<file path="src/rtl/sdram_pkg.sv">
// Shared SDRAM command encodings and arbiter state encoding.
// Command nibble layout is {cs_n, ras_n, cas_n, we_n}.
package sdram_pkg;

    localparam logic [3:0] CMD_NOP  = 4'b0111;
    localparam logic [3:0] CMD_PRE  = 4'b0010;
    localparam logic [3:0] CMD_AREF = 4'b0001;
    localparam logic [3:0] CMD_ACT  = 4'b0011;
    localparam logic [3:0] CMD_WR   = 4'b0100;
    localparam logic [3:0] CMD_RD   = 4'b0101;
    localparam logic [3:0] CMD_MRS  = 4'b0000;

    typedef enum logic [2:0] {
        INIT  = 3'd0,
        ARBIT = 3'd1,
        AREF  = 3'd2,
        WRITE = 3'd3,
        READ  = 3'd4
    } state_t;

endpackage

</file>
<file path="src/rtl/sdram_arbit.sv">
// SDRAM bus arbiter: grants init/refresh/write/read engines the command bus, priority refr > wr > rd.
// Grant takes one edge from ARBIT; bus mux is combinational from state; a grant holds until its end flag.
module sdram_arbit
    import sdram_pkg::*;
#(
    parameter int ADDR_W = 12
) (
    input  logic              sys_clk,
    input  logic              sys_rst_n,
    input  logic              init_end,
    input  logic [3:0]        init_cmd,
    input  logic [ADDR_W-1:0] init_addr,
    input  logic              refr_req,
    input  logic              refr_end,
    input  logic [3:0]        refr_cmd,
    input  logic [ADDR_W-1:0] refr_addr,
    input  logic              wr_req,
    input  logic              wr_end,
    input  logic [3:0]        wr_cmd,
    input  logic [ADDR_W-1:0] wr_addr,
    input  logic [1:0]        wr_ba,
    input  logic              rd_req,
    input  logic              rd_end,
    input  logic [3:0]        rd_cmd,
    input  logic [ADDR_W-1:0] rd_addr,
    input  logic [1:0]        rd_ba,
    output logic              refr_en,
    output logic              wr_en,
    output logic              rd_en,
    output logic              sdram_cke,
    output logic [3:0]        sdram_cmd,
    output logic [1:0]        sdram_ba,
    output logic [ADDR_W-1:0] sdram_addr
);

    state_t state;
    state_t state_nxt;

    always_ff @(posedge sys_clk or negedge sys_rst_n) begin
        if (!sys_rst_n) begin
            state <= INIT;
        end else begin
            state <= state_nxt;
        end
    end

    // Every grant returns through ARBIT, so back-to-back grants are impossible by construction.
    always_comb begin
        state_nxt = state;
        case (state)
            INIT:    if (init_end) state_nxt = ARBIT;
            ARBIT: begin
                if (refr_req)     state_nxt = AREF;
                else if (wr_req)  state_nxt = WRITE;
                else if (rd_req)  state_nxt = READ;
            end
            AREF:    if (refr_end) state_nxt = ARBIT;
            WRITE:   if (wr_end)   state_nxt = ARBIT;
            READ:    if (rd_end)   state_nxt = ARBIT;
            default: state_nxt = INIT;
        endcase
    end

    // Gating with sys_rst_n keeps the engines off the bus the instant reset asserts,
    // without waiting for the state register to be observed.
    always_comb begin
        refr_en    = 1'b0;
        wr_en      = 1'b0;
        rd_en      = 1'b0;
        sdram_cmd  = CMD_NOP;
        sdram_ba   = 2'b00;
        sdram_addr = '0;
        if (sys_rst_n) begin
            case (state)
                INIT: begin
                    sdram_cmd  = init_cmd;
                    sdram_ba   = 2'b11;
                    sdram_addr = init_addr;
                end
                AREF: begin
                    refr_en    = 1'b1;
                    sdram_cmd  = refr_cmd;
                    sdram_ba   = 2'b11;
                    sdram_addr = refr_addr;
                end
                WRITE: begin
                    wr_en      = 1'b1;
                    sdram_cmd  = wr_cmd;
                    sdram_ba   = wr_ba;
                    sdram_addr = wr_addr;
                end
                READ: begin
                    rd_en      = 1'b1;
                    sdram_cmd  = rd_cmd;
                    sdram_ba   = rd_ba;
                    sdram_addr = rd_addr;
                end
                default: ;
            endcase
        end
    end

    assign sdram_cke = sys_rst_n;

endmodule

</file>
<file path="config.mk">
export PLATFORM = sky130hd
export DESIGN_NAME = sdram_arbit
export DESIGN_NICKNAME = d
export VERILOG_FILES = /design/src/rtl/sdram_pkg.sv /design/src/rtl/sdram_arbit.sv
export SDC_FILE = /design/constraint.sdc
export NUM_CORES = 1
export LEC_CHECK = 0
export ABC_AREA = 1
export CORE_ASPECT_RATIO = 1.2
export CORE_UTILIZATION = 29
export CTS_BUF_LIST = sky130_fd_sc_hd__clkbuf_4 sky130_fd_sc_hd__clkbuf_8
export DETAILED_ROUTE_END_ITERATION = 8
export HOLD_SLACK_MARGIN = 0.03
export PLACE_DENSITY = 0.83
export SYNTH_ARGS = -nofsm -noshare
export SYNTH_HDL_FRONTEND = slang
export SYNTH_SLANG_ARGS = --single-unit
</file>
<file path="constraint.sdc">
create_clock -name sys_clk -period 1.6 [get_ports sys_clk]
set_input_delay 0.32 -clock sys_clk [delete_from_list [all_inputs] [get_ports sys_clk]]
set_output_delay 0.32 -clock sys_clk [all_outputs]
set_load 0.02 [all_outputs]
</file>
======== Word level (Yosys, flattened, before mapping) ========
Cells that the tools add are included.
storage, ports and cells
  input bits .............................. 77
  output and inout port bits .............. 22
  word-level logic and storage cells ...... 33
  bits in registers ....................... 3
cells by class
  multiplexer cells ....................... 20
  equal/unequal tests ..................... 9
  reductions and logical operators ........ 3
operators by type and width
  kind                                                             number
  12-bit case mux with 4 select lines                              1
  3-bit two-way mux                                                7
  4-bit case mux with 4 select lines                               1
  3-bit case mux with 5 select lines                               1
  12-bit two-way mux                                               1
  2-bit != test, second input constant                             4
  3-bit by 2-bit == test with 1-bit output, second input constant  2
  1-bit two-way mux                                                6
  2-bit case mux with 3 select lines                               1
  5-bit AND reduction                                              1
  4-bit two-way mux                                                1
  4-bit != test, second input constant                             1
  3-bit by 1-bit == test with 1-bit output, second input constant  1
  3-bit == test, second input constant                             1
  3-bit zero test                                                  1
  2-bit two-way mux                                                1
  2-bit OR reduction                                               1

======== Longest topological paths before layout ========
  depth after elaboration ................. 4
  depth in mapped cells ................... 9

======== Worst setup path before layout ========
OpenSTA, ideal clock, no wires.
  kind .................................... flip-flop to output port
  start ................................... register state[1]
  end ..................................... output sdram_ba[0]
  arrival ................................. 1372 ps
  stages on the path, launching flop included .. 7
  slack ................................... -92 ps
  path through ............................ dfrtp_1 > nor2_2 > inv_2 > nor2_8 > buf_8 > nand2_1 > a31oi_1
between the ends
  cells in the longest elaborated chain, start to end .. 4
ends and longest elaborated chain
  element                                                                             RTL line           RTL
  from (decl)                                                                         sdram_arbit.sv:36  state_t state;
  from (signal assigned)                                                              sdram_arbit.sv:43  state <= state_nxt;
  3-bit by 2-bit == test with 1-bit output / 3-bit zero test (equally long branches)  sdram_arbit.sv:74  case (state)
  2-bit OR reduction (no source line)                                                 --
  2-bit case mux with 3 select lines (*)                                              sdram_arbit.sv:74
  2-bit two-way mux (*)                                                               sdram_arbit.sv:73  if (sys_rst_n) begin
  to (decl)                                                                           sdram_arbit.sv:32  output logic [1:0] sdram_ba,
Every way passes the cells marked *; elsewhere a longest branch is shown, timed or not.

======== Worst setup path after layout ========
  start ................................... register state[1]
  end ..................................... output sdram_addr[4]
between the ends
  cells in the longest elaborated chain, start to end .. 3
ends and longest elaborated chain
  element                                  RTL line           RTL
  3-bit == test (tied with other cells)    sdram_arbit.sv:74
  12-bit case mux with 4 select lines (*)  sdram_arbit.sv:74
  12-bit two-way mux (*)                   sdram_arbit.sv:73
  to (decl)                                sdram_arbit.sv:33  output logic [ADDR_W-1:0] sdram_addr
Marked as above.

==> run_results.csv <==
group,metric,value,unit
clock_tree,cts.sinks,3,
timing,timing.fmax,0.531,GHz
synthesis,synth_top_area_share,26.2,%
power_and_ir_drop,p_per_area,1260,nW/um^2
route,wl_per_cell,13.3,um
cells_and_area,final_common_cell,"clkdlybuf4s50_1",
critical_path,end_kind,"output port",
critical_path,r2r_end,"state[1]",
cells_and_area,drive_gt1_share,35.2,%
route,vias,1587,
critical_path,reg2regPathDepth,10,
route,drt-initial-drc-count,56,
clock_tree,cts_made_buffers,3,
synthesis,syn_area,902,sq um
floorplan,core,2860,sq um
synthesis,synth_nets,238,
cells_and_area,fin_cells,321,
critical_path,crit_end,"sdram_addr[4]",
synthesis,ys_warn_count,0,
floorplan,die_area,3340,sq um
route,drc,0,
timing,rsz0062_at_grt,"yes",
timing,setup_viol,20,
power_and_ir_drop,total_power,2.94,mW
critical_path,rrSetupSlack,0.08,ns
power_and_ir_drop,leakagePower,1.06,nW
cells_and_area,num-fill-cells,187,
clock_tree,clk_pin_slew_worst_paths,0.04,ns
global_routing,grt_max_degree,17,
synthesis,synth.ff_latch_count,3,
global_routing,grt_pass1_vias,1530,
critical_path,path_class,"register to output port",
floorplan,start_util,31.5,%
cells_and_area,final_cell_area,2330,sq um
cells_and_area,area_growth,158,%
place,place_inst,305,
timing,min_period_over_period,118,%
synthesis,ys_seq_area_share,8.32,%
timing,finalCriticalPeriod,1.88,ns
clock_tree,clk_path_buf_depth,2,
global_routing,antenna_found_initial,0,
timing,slew_viol_final,0,
clock_tree,root_buffer,"clkbuf_4",
cells_and_area,regMostFlops,"state",
timing,fin_ws,-0.284,ns
critical_path,critPathLaunchType,"register",
cells_and_area,multiInputGateArea,816,sq um
timing,tns,-5.09,ns
synthesis,synth.avg_cell_area,5.60,sq um
cells_and_area,final_cell_mix,"clkdlybuf4s50_1 (75), nand2_1 (53), buf_6 (29)",
critical_path,critPathArrivalTime,1.56,ns
power_and_ir_drop,ir_worst_vdd,1.03,mV
status,outcome,"finished, violations left",
route,routed_via_density,4.94,
cells_and_area,largest_registers,"state: 3 flops",
timing,slew-limit-headroom,84.5,%
synthesis,synth_cell_type_count,23,
timing,finalClockSkew,0.00366,ns
cells_and_area,register_area,78.8,sq um
place,place_congestion,0.868,
floorplan,boundaryPins,99,
timing,hold_slack,0.294,ns
place,placed_cell_area,2030,sq um
synthesis,netlist_instances,161,
critical_path,cp.required,1.28,ns
floorplan,die_h,63.1,um
status,violations,"setup timing",
synthesis,yosys.area.top_type,"nand2_1",
critical_path,r2r-start,"state[1]",
critical_path,critPathLaunch,"state[1]",
clock_tree,cts_max_level,1,
floorplan,die_w,52.9,um
route,drt_wl_total,4260,um
global_routing,grtUsageTotal,25.0,%
route,first_pass_iters,4,
cells_and_area,largest_reg_flops,3,
clock_tree,cts_tree,"yes",
route,ant_nets,0,
global_routing,grt-ovfl-total,0,
place,place_hpwl,3040,um
clock_tree,clk-insertion-delay-late,0.24,ns
flow_run,drv_cap,0,
timing,worst_pin_slew,0.232,ns
critical_path,cp_max_fo,5,
cells_and_area,fin_nets,365,
place,port_buffers,98,
synthesis,synth.area.top_cells,"nand2_1 (26%), nand3_1 (13%), nand4_1 (12%)",
global_routing,grt_pass1_wl,6350,um
clock_tree,postCtsHoldBufs,0,
timing,hold_viol_final,0,
floorplan,rows,21,
cells_and_area,antenna_cells,0,
min_path,hold_path_class,"input pin to asynchronous set/reset pin",
-- Yosys cell counts --
library cell,instances
nand2_1,63
nand3_1,24
nand4_1,17
and2_1,13
inv_1,10
buf_6,4
a21oi_1,3
dfrtp_1,3
nor2_1,3
nor3_1,3
buf_2,2
buf_4,2
nand2_2,2
nor2_4,2
nor2_8,2
a31oi_1,1
buf_8,1
clkbuf_1,1
inv_2,1
inv_4,1
nand2_4,1
nor2_2,1
or2_2,1
-- layout make-up --
| type | instances | share of cell area [%] |
|---|---|---|
| Tap cell | 34 | 1.83 |
| Multi-Input combinational cell | 136 | 35.0 |
| Sequential cell | 3 | 3.38 |
| Clock buffer | 4 | 1.29 |
| Inverter | 12 | 2.15 |
| Timing Repair Buffer | 132 | 56.3 |
-- power by group --
part           internal, mW  switching, mW
logic                  1.35           1.26
clock network         0.111         0.0439
registers             0.111         0.0642
-- logic make-up (layout without fill, tap and decap cells) --
logic type      after synthesis  count (layout)  share of synthesized area [%]
simple gates                132             132                           74.2
buf+inv                      22             148                           15.1
compound gates                4               4                           2.36
flops                         3               3                           8.32
-- what timing repair did --
action                                  4_1_cts  5_1_grt
buffers inserted                              9        2
pin swaps                                     5        5
gates cloned                                  1        0
resized for setup                           158       18
endpoints found under the setup margin       24       23
-- worst min path at each step --
stage	from	cells past startpoint	end	slack (ns)
2_1_floorplan	sys_rst_n	0	state[0]	0.02
3_3_place_gp	state[1]	3	state[1]	0.70
3_5_place_dp	state[0]	3	state[2]	0.71
4_1_cts	sys_rst_n	2	state[2]	0.27
5_1_grt	sys_rst_n	2	state[2]	0.29
6_report	sys_rst_n	2	state[2]	0.29
-- per-stage QoR --
stage / util, % / setup WS [ns]
finish: 81.3 / -0.284
global route: 81.3 / -0.374
CTS: 78.5 / -0.272
detailed placement: 70.9 / -0.566
global placement: 70.9 / -0.519
floorplan: - / 0.00785
-- per-layer routing --
layer	vias to the layer above	wire (um)	global-route usage, %
li1	783	-	-
met1	726	1460	23.1
met2	66	2370	49.7
met3	12	335	4.35
met4	0	93	10.9
met5	-	0	0
-- critical path, cell delays in order, from the launching register on --
cell and delay (ns):
dfrtp_2 0.46, nor2_4 0.17, inv_4 0.07, nor2_8 0.13, buf_6 0.12, nand2_1 0.05, nand4_1 0.07, and2_2 0.15
buf_6 0.11
No activity file was read; power rests on OpenSTA's default activity.
